===== src/rtl/nav_msg_gen.sv =====
// ---------------------------------------------------------------------------
// nav_msg_gen
// Generates a GPS LNAV-style navigation bit stream (TLM, HOW, filler words,
// IS-GPS-200 parity) for the msg_in input of the signal generator core. Bit
// timing is locked to the C/A epoch pulse: every EPOCHS_PER_BIT epochs a new
// bit is presented, so bit edges always coincide with code epochs.
//
// Ports
//   clk_in          system clock
//   rst_in_n        synchronous reset, active low
//   ena_in          run enable; dropping it returns the block to IDLE
//   epoch_in        1-cycle C/A epoch pulse
//   tow_load_in     1-cycle pulse: load tow_in into the TOW counter
//   tow_in[16:0]    TOW count in 6 s units, 0..100799 (larger loads as 0)
//   msg_out         current transmitted nav bit
//   bit_strobe_out  1-cycle pulse when msg_out takes a new bit
//   sf_start_out    1-cycle pulse with the strobe of bit 1 of word 1
//   sf_id_out[2:0]  subframe ID being sent, 1..5
// ---------------------------------------------------------------------------
module nav_msg_gen #(
    parameter int unsigned EPOCHS_PER_BIT = 20,
    parameter logic [13:0] TLM_MSG        = 14'h0000,
    parameter logic [23:0] FILLER         = 24'hAAAAAA
) (
    input  logic        clk_in,
    input  logic        rst_in_n,
    input  logic        ena_in,
    input  logic        epoch_in,
    input  logic        tow_load_in,
    input  logic [16:0] tow_in,
    output logic        msg_out,
    output logic        bit_strobe_out,
    output logic        sf_start_out,
    output logic [2:0]  sf_id_out
);

    localparam logic [16:0]  TOW_MAX = 17'd100799;
    localparam int unsigned  EW      = (EPOCHS_PER_BIT > 1) ? $clog2(EPOCHS_PER_BIT) : 1;
    localparam logic [EW-1:0] EP_LAST = EW'(EPOCHS_PER_BIT - 1);

    typedef enum logic [1:0] {
        ST_IDLE  = 2'd0,
        ST_BUILD = 2'd1,
        ST_WAIT  = 2'd2,
        ST_SEND  = 2'd3
    } state_t;

    // Parity bits D25..D30 (p[5]..p[0]) from source data d1..d24 (d[23] = d1).
    function automatic logic [5:0] lnav_parity(input logic [23:0] d,
                                               input logic d29s,
                                               input logic d30s);
        logic [5:0] p;
        p[5] = d29s ^ (^(d & 24'hEC7CD2));
        p[4] = d30s ^ (^(d & 24'h763E69));
        p[3] = d29s ^ (^(d & 24'hBB1F34));
        p[2] = d30s ^ (^(d & 24'h5D8F9A));
        p[1] = d30s ^ (^(d & 24'hAEC7CD));
        p[0] = d29s ^ (^(d & 24'h2DEA27));
        return p;
    endfunction

    // Full 30-bit transmitted word: data inverted when D30* is set, then parity.
    function automatic logic [29:0] lnav_word(input logic [23:0] d,
                                              input logic d29s,
                                              input logic d30s);
        return {d ^ {24{d30s}}, lnav_parity(d, d29s, d30s)};
    endfunction

    state_t          state_r;
    logic [29:0]     shift_r;
    logic [4:0]      bit_cnt_r;      // bits of the current word already sent
    logic [3:0]      word_idx_r;     // 0 = TLM, 1 = HOW, 2..9 = filler
    logic [EW-1:0]   epoch_cnt_r;    // 0 means the next epoch emits a bit
    logic [16:0]     tow_r;
    logic [16:0]     tow_pend_r;
    logic            tow_pend_vld_r;
    logic            d29_star_r;
    logic            d30_star_r;
    logic            d29_word_r;     // D29/D30 of the word in flight
    logic            d30_word_r;

    logic [16:0]     tow_inc_s;
    logic [16:0]     tow_load_val_s;
    logic [23:0]     data_s;
    logic [29:0]     word_s;
    logic            epoch_emit_s;
    logic [EW-1:0]   epoch_cnt_nxt_s;

    // TOW arithmetic: modulo increment and clamped load value.
    always_comb begin
        if (tow_r == TOW_MAX) begin
            tow_inc_s = 17'd0;
        end else begin
            tow_inc_s = tow_r + 17'd1;
        end
        if (tow_in > TOW_MAX) begin
            tow_load_val_s = 17'd0;
        end else begin
            tow_load_val_s = tow_in;
        end
    end

    // Data bits of the word selected by word_idx_r and its encoded form.
    always_comb begin
        case (word_idx_r)
            4'd0:    data_s = {8'h8B, TLM_MSG, 2'b00};
            // HOW carries the TOW of the next subframe; alert and A-S are 0.
            4'd1:    data_s = {tow_inc_s, 1'b0, 1'b0, sf_id_out, 2'b00};
            default: data_s = FILLER;
        endcase
        word_s = lnav_word(data_s, d29_star_r, d30_star_r);
    end

    // Epoch counter: the first epoch after start emits, then every EPOCHS_PER_BIT-th.
    always_comb begin
        epoch_emit_s = epoch_in && (epoch_cnt_r == {EW{1'b0}});
        if (epoch_cnt_r == EP_LAST) begin
            epoch_cnt_nxt_s = {EW{1'b0}};
        end else begin
            epoch_cnt_nxt_s = epoch_cnt_r + EW'(1);
        end
    end

    // Main FSM: word build, bit emission, subframe and TOW bookkeeping.
    always_ff @(posedge clk_in) begin
        if (!rst_in_n) begin
            state_r        <= ST_IDLE;
            shift_r        <= 30'd0;
            bit_cnt_r      <= 5'd0;
            word_idx_r     <= 4'd0;
            epoch_cnt_r    <= {EW{1'b0}};
            tow_r          <= 17'd0;
            tow_pend_r     <= 17'd0;
            tow_pend_vld_r <= 1'b0;
            d29_star_r     <= 1'b0;
            d30_star_r     <= 1'b0;
            d29_word_r     <= 1'b0;
            d30_word_r     <= 1'b0;
            msg_out        <= 1'b0;
            bit_strobe_out <= 1'b0;
            sf_start_out   <= 1'b0;
            sf_id_out      <= 3'd1;
        end else if (!ena_in) begin
            // Stream restarts from word 1 of subframe 1; TOW is preserved.
            state_r        <= ST_IDLE;
            bit_cnt_r      <= 5'd0;
            word_idx_r     <= 4'd0;
            epoch_cnt_r    <= {EW{1'b0}};
            d29_star_r     <= 1'b0;
            d30_star_r     <= 1'b0;
            msg_out        <= 1'b0;
            bit_strobe_out <= 1'b0;
            sf_start_out   <= 1'b0;
            sf_id_out      <= 3'd1;
            if (tow_load_in) begin
                tow_r <= tow_load_val_s;
            end
        end else begin
            bit_strobe_out <= 1'b0;
            sf_start_out   <= 1'b0;
            // Epochs keep counting in BUILD so bit spacing never slips.
            if ((state_r != ST_IDLE) && epoch_in) begin
                epoch_cnt_r <= epoch_cnt_nxt_s;
            end
            case (state_r)
                ST_IDLE: begin
                    state_r <= ST_BUILD;
                    if (tow_load_in) begin
                        tow_r <= tow_load_val_s;
                    end
                end
                ST_BUILD: begin
                    d29_word_r <= word_s[1];
                    d30_word_r <= word_s[0];
                    // An emitting epoch here sends bit 1 straight from the new word.
                    if (epoch_emit_s) begin
                        msg_out        <= word_s[29];
                        bit_strobe_out <= 1'b1;
                        sf_start_out   <= (word_idx_r == 4'd0);
                        shift_r        <= {word_s[28:0], 1'b0};
                        bit_cnt_r      <= 5'd1;
                        state_r        <= ST_SEND;
                    end else begin
                        shift_r   <= word_s;
                        bit_cnt_r <= 5'd0;
                        state_r   <= ST_WAIT;
                    end
                end
                ST_WAIT: begin
                    if (epoch_emit_s) begin
                        msg_out        <= shift_r[29];
                        bit_strobe_out <= 1'b1;
                        sf_start_out   <= (word_idx_r == 4'd0);
                        shift_r        <= {shift_r[28:0], 1'b0};
                        bit_cnt_r      <= 5'd1;
                        state_r        <= ST_SEND;
                    end
                end
                ST_SEND: begin
                    if (epoch_emit_s) begin
                        msg_out        <= shift_r[29];
                        bit_strobe_out <= 1'b1;
                        shift_r        <= {shift_r[28:0], 1'b0};
                        if (bit_cnt_r == 5'd29) begin
                            bit_cnt_r  <= 5'd0;
                            state_r    <= ST_BUILD;
                            d29_star_r <= d29_word_r;
                            d30_star_r <= d30_word_r;
                            if (word_idx_r == 4'd9) begin
                                word_idx_r     <= 4'd0;
                                sf_id_out      <= (sf_id_out == 3'd5) ? 3'd1 : (sf_id_out + 3'd1);
                                tow_r          <= tow_pend_vld_r ? tow_pend_r : tow_inc_s;
                                tow_pend_vld_r <= 1'b0;
                            end else begin
                                word_idx_r <= word_idx_r + 4'd1;
                            end
                        end else begin
                            bit_cnt_r <= bit_cnt_r + 5'd1;
                        end
                    end
                end
                default: state_r <= ST_IDLE;
            endcase
            // Running loads wait for the subframe end; a load landing on that
            // very edge is kept for the following subframe end.
            if (tow_load_in && (state_r != ST_IDLE)) begin
                tow_pend_r     <= tow_load_val_s;
                tow_pend_vld_r <= 1'b1;
            end
        end
    end

endmodule

===== config.mk =====
export PLATFORM = sky130hd
export DESIGN_NAME = nav_msg_gen
export DESIGN_NICKNAME = d
export VERILOG_FILES = /design/src/rtl/nav_msg_gen.sv
export SDC_FILE = /design/constraint.sdc
export NUM_CORES = 1
export LEC_CHECK = 0
export ABC_AREA = 1
export CORE_UTILIZATION = 62
export DETAILED_ROUTE_END_ITERATION = 10
export PLACE_DENSITY = 0.81
export REMOVE_ABC_BUFFERS = 1
export SYNTH_ARGS = -nofsm -noshare
export SYNTH_HDL_FRONTEND = slang
export SYNTH_SLANG_ARGS = --single-unit

===== constraint.sdc =====
create_clock -name clk_in -period 2.9 [get_ports clk_in]
set_input_delay 0.58 -clock clk_in [delete_from_list [all_inputs] [get_ports clk_in]]
set_output_delay 0.58 -clock clk_in [all_outputs]
set_load 0.01 [all_outputs]

==> impl_results.md <==
* Outcome: completed
* Clock Tree Buf Depth at 2
* Peak supply drop at 0.000337 V
* Critical Path Sink Type: register
* Inserted Diodes at 0
* Gr usage total at 33.7%
* Total core area at 10300 um^2
* Vias in the first global route at 6246
* Peak Freq at 0.375 GHz
* Hold_sp: d29_word_r
* Gpl congestion at 0.964
* P_leak at 3.24 nW
* Post-DR wirelength/cell at 14.4 um
* Post-Route Utilization at 69.6%
* Die area at 11000 um^2
* Synthesized area at 6540 um^2
* R2r setup slk at 0.23 ns
* CP Max Fanout at 6
* Antenna violations before repair at 0
* WS Path Type: reg -> reg
* Final hold vios at 0
* Worst EP required at 3.18 ns
* FF-to-FF Start: tow_r[0]
* Endpoint, Worst Hold: d29_star_r
* Arrival @ worst endpoint at 2.95 ns
* First-pass GRT wire length at 29900 um
* Largest net degree at the start of global routing at 56
* Hold Crit Depth at 2
* Synth Instances at 1050
* Worst clock skew at 0.00848 ns
* FF-to-FF path depth at 16
* Area share of the largest cell type after synthesis at 27.8%
* # hold bufs at CTS at 0
* Reg2reg end: shift_r[4]
* Crit share post-route at 92.0%
* Clock tree from TritonCTS: yes
* Post-route insts no fill at 1205
* Row cnt at 37
* DRC at 0
* IO Port Bufs at 27
* Area contributors post-synth: dfxtp_1 28%, nand2_1 15%, a21oi_1 8.1%
* Initial Utilization at 63.7%
* Max Cap Viol at 0
* PostCTS Resize Cnt at 0
* Postcts setup bufs at 0
* Nets at 1096
* TritonCTS Sinks at 91
* Final wirelength at 17400 um
* Yosys top cell by area: dfxtp_1
* Detailed Routing Iterations Pass 1 at 6
* Synth Area per Inst at 6.23 um^2
* Reg clk slew, reported paths at 0.08 ns
* Placed cells at 1189
* Final critical-path required period at 2.67 ns
* Die Wd at 105 um
* Hold Crit Class: reg -> reg
* Die height at 105 um
* Dpl hpwl at 13000 um
* Via/cell ratio at 5.77
* Synth Warn # at 0
* Count of final max-slew check failures at 0
* Sequential area share after synthesis at 27.8%
* # H-tree levels at 3
* Design Power at 2.74 mW
* Post-route ant nets at 0
* Worst slew pin tran at 0.518 ns
* IO Pins at 28
* Vias at 6956
* Seq cells post-synth at 91
* DRT iter0 DRCs at 536
* EDFF count, synth at 0
* Num CTS Buffers at 9
* Asr flop ratio synth at 0%
* Power Dens Cells at 383 nW/um^2
* Yosys cell types at 48
* Critical Path Start Type: register
* Root Buffer: clkbuf_8
* Normalized max-slew margin at 65.5%
* Worst skew pair latency at 0.38 ns
* Share of post-route cells with drive strength above 1 at 8.79%
* RSZ-0062 raised after global routing: no
* Final setup viols at 0
* Prevailing post-synth register cell: dfxtp_1
* Synth-to-Final Area Change at 9.31%
* GRT overflow at 0
## layer usage
metal	global-route usage, %	vias to the layer above	wire length (um)
li1	-	3489	-
met4	12.7	0	424
met5	0	-	0
met2	52.4	262	7620
met3	4.43	34	1430
met1	47.4	3171	7920
## layout by cell type (no fill, tap or decap), types with 4 or more instances in the layout
cell	netlist	layout
clkdlybuf4s50_1	0	26
nand4_1	16	16
xor2_1	31	31
inv_2	10	10
nor2_4	4	4
o211ai_1	9	9
nand3_1	77	77
dfxtp_1	91	91
a221oi_1	5	5
o21ai_1	6	6
buf_4	2	24
nand2_1	256	256
ha_1	10	10
inv_1	112	112
nor3_1	15	15
o21ai_0	99	99
nand3_2	10	10
nand2_2	16	16
nor2_2	3	4
clkbuf_8	0	12
a21oi_1	106	106
a31oi_1	15	15
nor2_1	75	74
## power breakdown
part / internal, mW / switching, mW
Combinational: 0.159 / 0.275
Sequential: 1.32 / 0.0720
Clock: 0.471 / 0.446
Total: 1.95 / 0.792
## cells in the mapped netlist, drive strengths merged (2+ instances only)
cell type / instances
o221ai: 3
a211oi: 3
xor2: 32
nand2: 274
nand3: 88
nor3b: 2
buf: 21
nor2: 83
nor4: 3
nand4: 18
nand3b: 2
o21a: 3
clkbuf: 27
clkinv: 3
nor3: 16
a31oi: 15
ha: 10
dfxtp: 91
o21ai: 105
inv: 122
a21oi: 107
a221oi: 5
or2: 2
o211ai: 9
## layout make-up
cell class / count / area [um^2]
Clock buffer: 15 / 176
Sequential cell: 91 / 1820
Timing Repair Buffer: 51 / 445
Fill cell: 949 / 3120
Inverter: 125 / 469
Multi-Input combinational cell: 786 / 4040
Clock inverter: 1 / 30.0
Tap cell: 136 / 170
## worst max-delay path by stage
stage                     startpoint          end  slack (ns)  cells past startpoint
after floorplan             epoch_in  shift_r[20]       -0.24                      9
after CTS                   tow_r[0]   shift_r[0]        0.31                     17
after global routing        tow_r[0]   shift_r[0]       0.008                     17
final                       tow_r[0]   shift_r[4]        0.23                     16
after detailed placement   tow_in[8]     tow_r[2]        0.23                     10
after global placement     tow_in[6]     tow_r[2]        0.30                     10
## state kept, by name, summed over array words and instances, names as in the netlist, 2 cells and up
register	cells
sf_id_out	3
tow_pend_r	17
state_r	2
shift_r	30
epoch_cnt_r	5
bit_cnt_r	5
tow_r	17
word_idx_r	4
## through the flow
| step | TNS [ns] | hold slack, ns | worst slack (ns) | instance area (um^2) |
|---|---|---|---|---|
| floorplan | -2.67 | 0.421 | -0.245 | 6330 |
| global placement | 0 | 0.440 | 0.302 | 6950 |
| detailed placement | 0 | 0.434 | 0.229 | 6950 |
| CTS | 0 | 0.454 | 0.307 | 7150 |
| global route | 0 | 0.475 | 0.00803 | 7150 |
| finish | 0 | 0.451 | 0.231 | 7150 |
## critical path, cell delays in order, from the launching register on
cell and delay [ns]:
dfxtp_1 0.45, ha_1 0.31, inv_1 0.06, nand2_1 0.06, nand2_1 0.09, o21ai_1 0.24
xor2_1 0.37, xor2_1 0.36, nand3_1 0.12, nand2_1 0.11, inv_1 0.05, nand2_1 0.05
nand2_1 0.08, nand2_1 0.07, nand3_1 0.06, nand2_1 0.06, inv_1 0.04
## cells by family after synthesis
kind of cell | count (synthesis) | synth area share [%]
xor gates and xnor gates | 33 | 4.53
AOI/OAI and AO/OA | 254 | 21.1
buffers and inverters | 173 | 10.5
and+or+nand+nor | 489 | 34.2
adders and majority gates | 10 | 1.91
DFF | 91 | 27.8
(Power assumes the default switching activity.)
